<file path="src/rtl/demux_buf.sv">
// One-word-per-output demultiplexing buffer: each accepted word is routed by in_sel
// into its own registered slot. Each slot drains independently through a valid/ready handshake.
module demux_buf #(
    parameter int unsigned DATA_WIDTH = 1,
    parameter int unsigned SEL_WIDTH  = 1
) (
    input  logic                         clk,
    input  logic                         reset_n,
    input  logic                         in_valid,
    output logic                         in_ready,
    input  logic [DATA_WIDTH-1:0]        in_data,
    input  logic [SEL_WIDTH-1:0]         in_sel,
    output logic [(2**SEL_WIDTH)-1:0]    out_valid,
    input  logic [(2**SEL_WIDTH)-1:0]    out_ready,
    output logic [DATA_WIDTH-1:0]        out_data [(2**SEL_WIDTH)-1:0],
    output logic [SEL_WIDTH:0]           occupancy
);

    localparam int unsigned N  = 2**SEL_WIDTH;
    localparam int unsigned CW = SEL_WIDTH + 1;

    logic [N-1:0]          r_full;
    logic [DATA_WIDTH-1:0] r_data [N-1:0];
    logic [CW-1:0]         r_occ;

    logic                  w_fire_in;
    logic [N-1:0]          w_load;
    logic [N-1:0]          w_full_nxt;
    logic [CW-1:0]         w_occ_nxt;

    // Target slot can accept when empty or draining this cycle; never depends on in_valid.
    assign in_ready  = ~r_full[in_sel] | out_ready[in_sel];
    assign w_fire_in = in_valid & in_ready;

    // Per-slot load strobes, next full flags and the resulting occupancy.
    always_comb begin
        w_load     = '0;
        w_full_nxt = '0;
        w_occ_nxt  = '0;
        for (int unsigned i = 0; i < N; i++) begin
            w_load[i]     = w_fire_in && (in_sel == SEL_WIDTH'(i));
            w_full_nxt[i] = w_load[i] | (r_full[i] & ~out_ready[i]);
            w_occ_nxt     = w_occ_nxt + CW'(w_full_nxt[i]);
        end
    end

    always_ff @(posedge clk or negedge reset_n) begin
        if (!reset_n) begin
            r_full <= '0;
            r_occ  <= '0;
        end else begin
            r_full <= w_full_nxt;
            r_occ  <= w_occ_nxt;
        end
    end

    // Data registers only load on an accepted word; drained slots keep stale data.
    always_ff @(posedge clk or negedge reset_n) begin
        if (!reset_n) begin
            for (int unsigned i = 0; i < N; i++) begin
                r_data[i] <= '0;
            end
        end else begin
            for (int unsigned i = 0; i < N; i++) begin
                if (w_load[i]) begin
                    r_data[i] <= in_data;
                end
            end
        end
    end

    assign out_valid = r_full;
    assign out_data  = r_data;
    assign occupancy = r_occ;

endmodule

</file>
<file path="config.mk">
export PLATFORM = sky130hd
export DESIGN_NAME = demux_buf
export DESIGN_NICKNAME = d
export VERILOG_FILES = /design/src/rtl/demux_buf.sv
export SDC_FILE = /design/constraint.sdc
export NUM_CORES = 1
export LEC_CHECK = 0
export CAP_MARGIN = 30
export CORE_AREA = 2 2 39 41
export CTS_CLUSTER_SIZE = 12
export DETAILED_ROUTE_END_ITERATION = 7
export DIE_AREA = 0 0 41 43
export HOLD_SLACK_MARGIN = 0.02
export SETUP_SLACK_MARGIN = 0.05
export SLEW_MARGIN = 0
export SYNTH_ARGS = -nofsm -noshare
export SYNTH_HDL_FRONTEND = slang
export SYNTH_SLANG_ARGS = --single-unit
</file>
<file path="constraint.sdc">
create_clock -name clk -period 1 [get_ports clk]
set_input_delay 0.15 -clock clk [delete_from_list [all_inputs] [get_ports clk]]
set_output_delay 0.15 -clock clk [all_outputs]
set_load 0.01 [all_outputs]
</file>
Yosys cells after proc, flatten, opt, wreduce, memory -nomap -nowiden
Index checks and enable logic that the tools add are counted.
{"block": "op_classes", "bitwise_logic": 10, "n_reduce_logical": 2, "n_lt_le_gt_ge": 1, "mux": 4, "n_addsub": 1}
{"cell": "1-bit 2-to-1 mux", "n": 4}
{"cell": "1-bit inverter", "n": 4}
{"cell": "1-bit AND", "n": 3}
{"cell": "1-bit bitwise OR", "n": 3}
{"cell": "1-bit by 1-bit adder with 2-bit output", "n": 1}
{"cell": "1-bit logical AND", "n": 2}
{"cell": "1-bit by 2-bit less-than comparator with 1-bit output (second input constant)", "n": 1}
{"block": "word_totals", "elab_cells": 22, "regBits": 6, "output_inout_bits": 7}

Longest topological paths before layout
Gate-level depths: netlist of the first run.
{"block": "depth", "word_depth": 8, "depth_mapped": 3, "depth_no_buf": 3}

Worst setup path after synthesis of the first run
No wires, ideal clock.
{"block": "synth_timing", "path_kind": "register to register", "start": "register r_full[0], in the netlist out_valid[0]", "end": "register r_occ[0], in the netlist occupancy[0]", "n_path_buf": 0, "synth_period_minus_slack_ns": 1.011, "stages_incl_launch_ff": 4, "required_ns": 0.874, "t_arrival_ns": 0.885, "path_slack_ns": -0.011, "path_cell_list": "dfrtp_1 nand2b_1 o21ai_0 ha_1"}
{"block": "synth_via", "elab_chain_cells": 8}
{"item": "start: declaration", "line": "22", "source": "logic [N-1:0] r_full;"}
{"item": "start signal: assignment", "line": "52", "source": "r_full <= w_full_nxt;"}
{"item": "1-bit 2-to-1 mux (not written as such) (2 in a row)", "line": "32", "source": "assign in_ready = ~r_full[in_sel] | out_ready[in_sel];"}
{"item": "1-bit inverter", "line": "32"}
{"item": "1-bit bitwise OR", "line": "32"}
{"item": "1-bit AND", "line": "33", "source": "assign w_fire_in = in_valid & in_ready;"}
{"item": "1-bit logical AND", "line": "41", "source": "w_load[i] = w_fire_in && (in_sel == SEL_WIDTH'(i));"}
{"item": "1-bit bitwise OR *", "line": "42", "source": "w_full_nxt[i] = w_load[i] | (r_full[i] & ~out_ready[i]);"}
{"item": "via w_full_nxt[0]", "line": "28", "source": "logic [N-1:0] w_full_nxt;"}
{"item": "1-bit by 1-bit adder with 2-bit output *", "line": "43", "source": "w_occ_nxt = w_occ_nxt + CW'(w_full_nxt[i]);"}
{"item": "via w_occ_nxt[0]", "line": "29", "source": "logic [CW-1:0] w_occ_nxt;"}
{"item": "end signal: assignment", "line": "53", "source": "r_occ <= w_occ_nxt;"}
{"item": "end: declaration", "line": "24", "source": "logic [CW-1:0] r_occ;"}
The timed path passes the listed nets; every way through them passes the cells marked *. The select of a mux whose other input is x is not followed.
A chain may end at the register's enable or synchronous reset.

Final worst setup path of the first run
{"block": "layout_timing", "start": "input out_ready[0]", "end": "output in_ready"}
{"block": "layout_via", "elab_chain_cells": 3}
{"item": "start: declaration", "line": "14", "source": "input logic [(2**SEL_WIDTH)-1:0] out_ready,"}
{"item": "1-bit 2-to-1 mux (not written as such) (2 in a row)", "line": "32"}
{"item": "1-bit bitwise OR", "line": "32"}
{"item": "end: declaration", "line": "10", "source": "output logic in_ready,"}
Every way passes these cells. The select of a mux whose other input is x is not followed.

==> results.md, run 1 <==
* I/O pin total at 14
* Peak VDD IR at 633 µV
* DRT iter0 DRCs at 5
* Adder-cell share of the synthesized area at 0.0513
* Crit path kind: in2out
* Synth unique cells at 11
* Final TNS setup at -524 ps
* Setup WS pre-CTS at -602 ps
* Total Routing Usage GR at 0.0779
* Initial antenna violation count at 0
* Post-synthesis sequential area ratio at 0.615
* WHS at approximately 150 ps
* Slew Limit Fails at 0
* Synth Cell Area at around 240 µm²
* Post-Syn Nets at 27
* Met1 track demand over resource at 0.0924
* Worst-margin pin slew at about 280 ps
* Leak at between 0.2 and 0.3 nW
* Grt ovf at 0
* Final Worst Setup Slack at -232 ps
* Mean Syn Cell Area at 12.8 µm²
* First-pass iteration count of the detailed router at 2
* Worst-case reg-to-reg path depth at 4
* Post-synth top cells: dfrtp_1, nand2_1, mux2_1
* Post-CTS Hold Buffers at 0
* Worst R2R End: out_data[0]
* Crit end category: output pin
* Placed inst area at approximately 420 µm²
* FF/Latch Area at around 150 µm²
* WL final at ~640 µm
* Routability cong. at 0.622
* H-tree lvl count at 1
* Status: finished with violations
* Yosys warnings at 0
* FILL cells at 150
* Count leader, synth: dfrtp_1
* Synth Register Bits at 6
* FMAX at between 800 and 900 MHz
* Setup crit start kind: primary input
* Final Hold Viols at 0
* Largest net degree at the start of global routing at 7
* CTS tree: yes
* Max Cap Viol at 0
* Failing checks: setup timing
* Synth Area in Compound Gates at 0.0205
* Layout area overhead at 99.5%
* Die Footprint at roughly 0.0018 mm²
* Chip height at 43 µm
* Relative slew slack at 0.815
* RSZ-0062 raised after global routing: yes
* Number of routed nets with antenna violations at 0
* Mux share of post-synthesis cell area at 0.138
* CP required at between 800 and 900 ps
* R2R Setup Slk at -100 ps
* Avg Vias per Cell at slightly below 4
* Busiest grt layer: met3
* Worst-Skew Late Latency at 240 ps
* Layout cells sized above 1 at 0.564
* Average routed wire per standard cell at approximately 12 µm
* Area leader, netlist: dfrtp_1
* Core Box Area at about 0.0014 mm²
* Met2 usage in global routing at 0.0875
* Largest family of logic cells by synthesized area: simple AND/OR/NAND/NOR gates
* DRC Markers at 0
* Antenna Cells at 0
* XOR/XNOR share of the synthesized area at 0
* Die Wd at 41 µm
* Setup-failing EPs final at 6
* M3 GR Usage at 0.0942
* Multi-input gate area at 145 µm²
* Top cells by area, synth: dfrtp_1, mux2_1, ha_1
* Starting density of the core at 0.176
* Clk slew on worst S/H paths at approximately 50 ps
* Clock Path Buffers at 2
* Global-route wire length before repair at between 800 and 900 µm
* Post-synthesis simple-gate area fraction at 0.159
* Vias at around 220
* Finished Cell Area at 487 µm²
* Tcrit/Tclk final at 1.23
* Number of synthesized flops with an enable pin at 0
* Yosys top cell area share at 0.615
* Clock buffer count from CTS at 3
* RR Startpoint: out_valid[0]
* Final min period at approximately 1200 ps
* Most used DFF post-synth: dfrtp_1
* Critical path launch point: out_ready[0]
* IO buf count at 13
* Final Skew at ~4.7 ps
* CP max FO at 2
* Clock Sinks at 6
* Hold crit path type: in2async
* Vias in the first global route at about 190
* Pwr dens at 1440 mW/mm²
* Syn Inst Count at 19
* Critical path arrival at ~1100 ps
* Root Buffer: clkbuf_4
* Final nets at 49
* Fraction of registers with async set/reset at 1.00
* # rows at 14
## timing repair
item                       CTS  global route
setup buffers                1             2
pin swaps                    0             1
setup endpoints to repair   10             6
gates resized for setup     31             8
## worst max-delay path by stage
| stage | endpoint |
|---|---|
| 2_1_floorplan | out_data[0] |
| 3_3_place_gp | in_ready |
| 3_5_place_dp | in_ready |
| 4_1_cts | in_ready |
| 5_1_grt | in_ready |
| 6_report | in_ready |
## power breakdown
group	internal (mW)	switching (mW)
clock network	0.136	0.0839
logic	0.111	0.0770
registers	0.276	0.0178
## layout by cell type (no fill, tap or decap)
cell type,n
nand2_1,2
ha_4,1
nand3b_1,1
nand2_2,1
dfrtp_1,6
dlygate4sd2_1,3
mux2_4,3
buf_4,3
buf_6,3
inv_1,1
buf_2,4
o21ai_2,1
nand2b_4,2
clkdlybuf4s50_1,3
clkbuf_4,3
nand3_4,1
dlymetal6s2s_1,1
## through the flow
| stage | total power, mW | utilization | std cells |
|---|---|---|---|
| floorplan | 0.356 | - | 19 |
| global placement | 0.472 | 0.306 | 50 |
| detailed placement | 0.472 | 0.306 | 50 |
| CTS | 0.691 | 0.320 | 54 |
| global route | 0.758 | 0.352 | 55 |
| finish | 0.701 | 0.352 | 55 |
## worst max-delay path, cell delays in order
cell,delay (ps)
clkdlybuf4s50_1,400
nand2b_4,140
mux2_4,270
buf_6,120
## kinds of logic (layout without fill, tap and decap cells)
logic type                 Yosys count  in the layout
and+or+nand+nor                      7              7
DFF                                  6              6
muxes                                3              3
adders and majority gates            1              1
AOI/OAI and AO/OA                    1              1
buffers and inverters                1             21
## registers in the layout (all words and copies together), names as in the netlist
| register | count |
|---|---|
| occupancy | 2 |
| out_data | 2 |
| out_valid | 2 |
## layer usage
layer / share of wire / vias up / wire [µm]
met3: 0.15 / 0 / 94
met5: 0 / - / 0
met2: 0.46 / 14 / 293
li1: - / 104 / -
met4: 0 / 0 / 0
met1: 0.39 / 99 / 251
## cell type report
cell class	count	area share
clock buffer	3	0.0463
inverter	1	0.00771
timing repair buffer	17	0.298
multi-input combinational	12	0.298
tap	16	0.0411
sequential	6	0.308
Note: power is estimated with default switching activity, not from simulation.
==> inputs of run 2 (changes only) <==
MAX_ROUTING_LAYER = met4   (was not set)
==> results of run 2 <==
Final layout, timing and power as in run 1 (identical DEF).
Among the figures that moved: final weighted congestion in routability-driven placement 0.622 -> 0.627; overall routing resource usage 0.0779 -> 0.0799
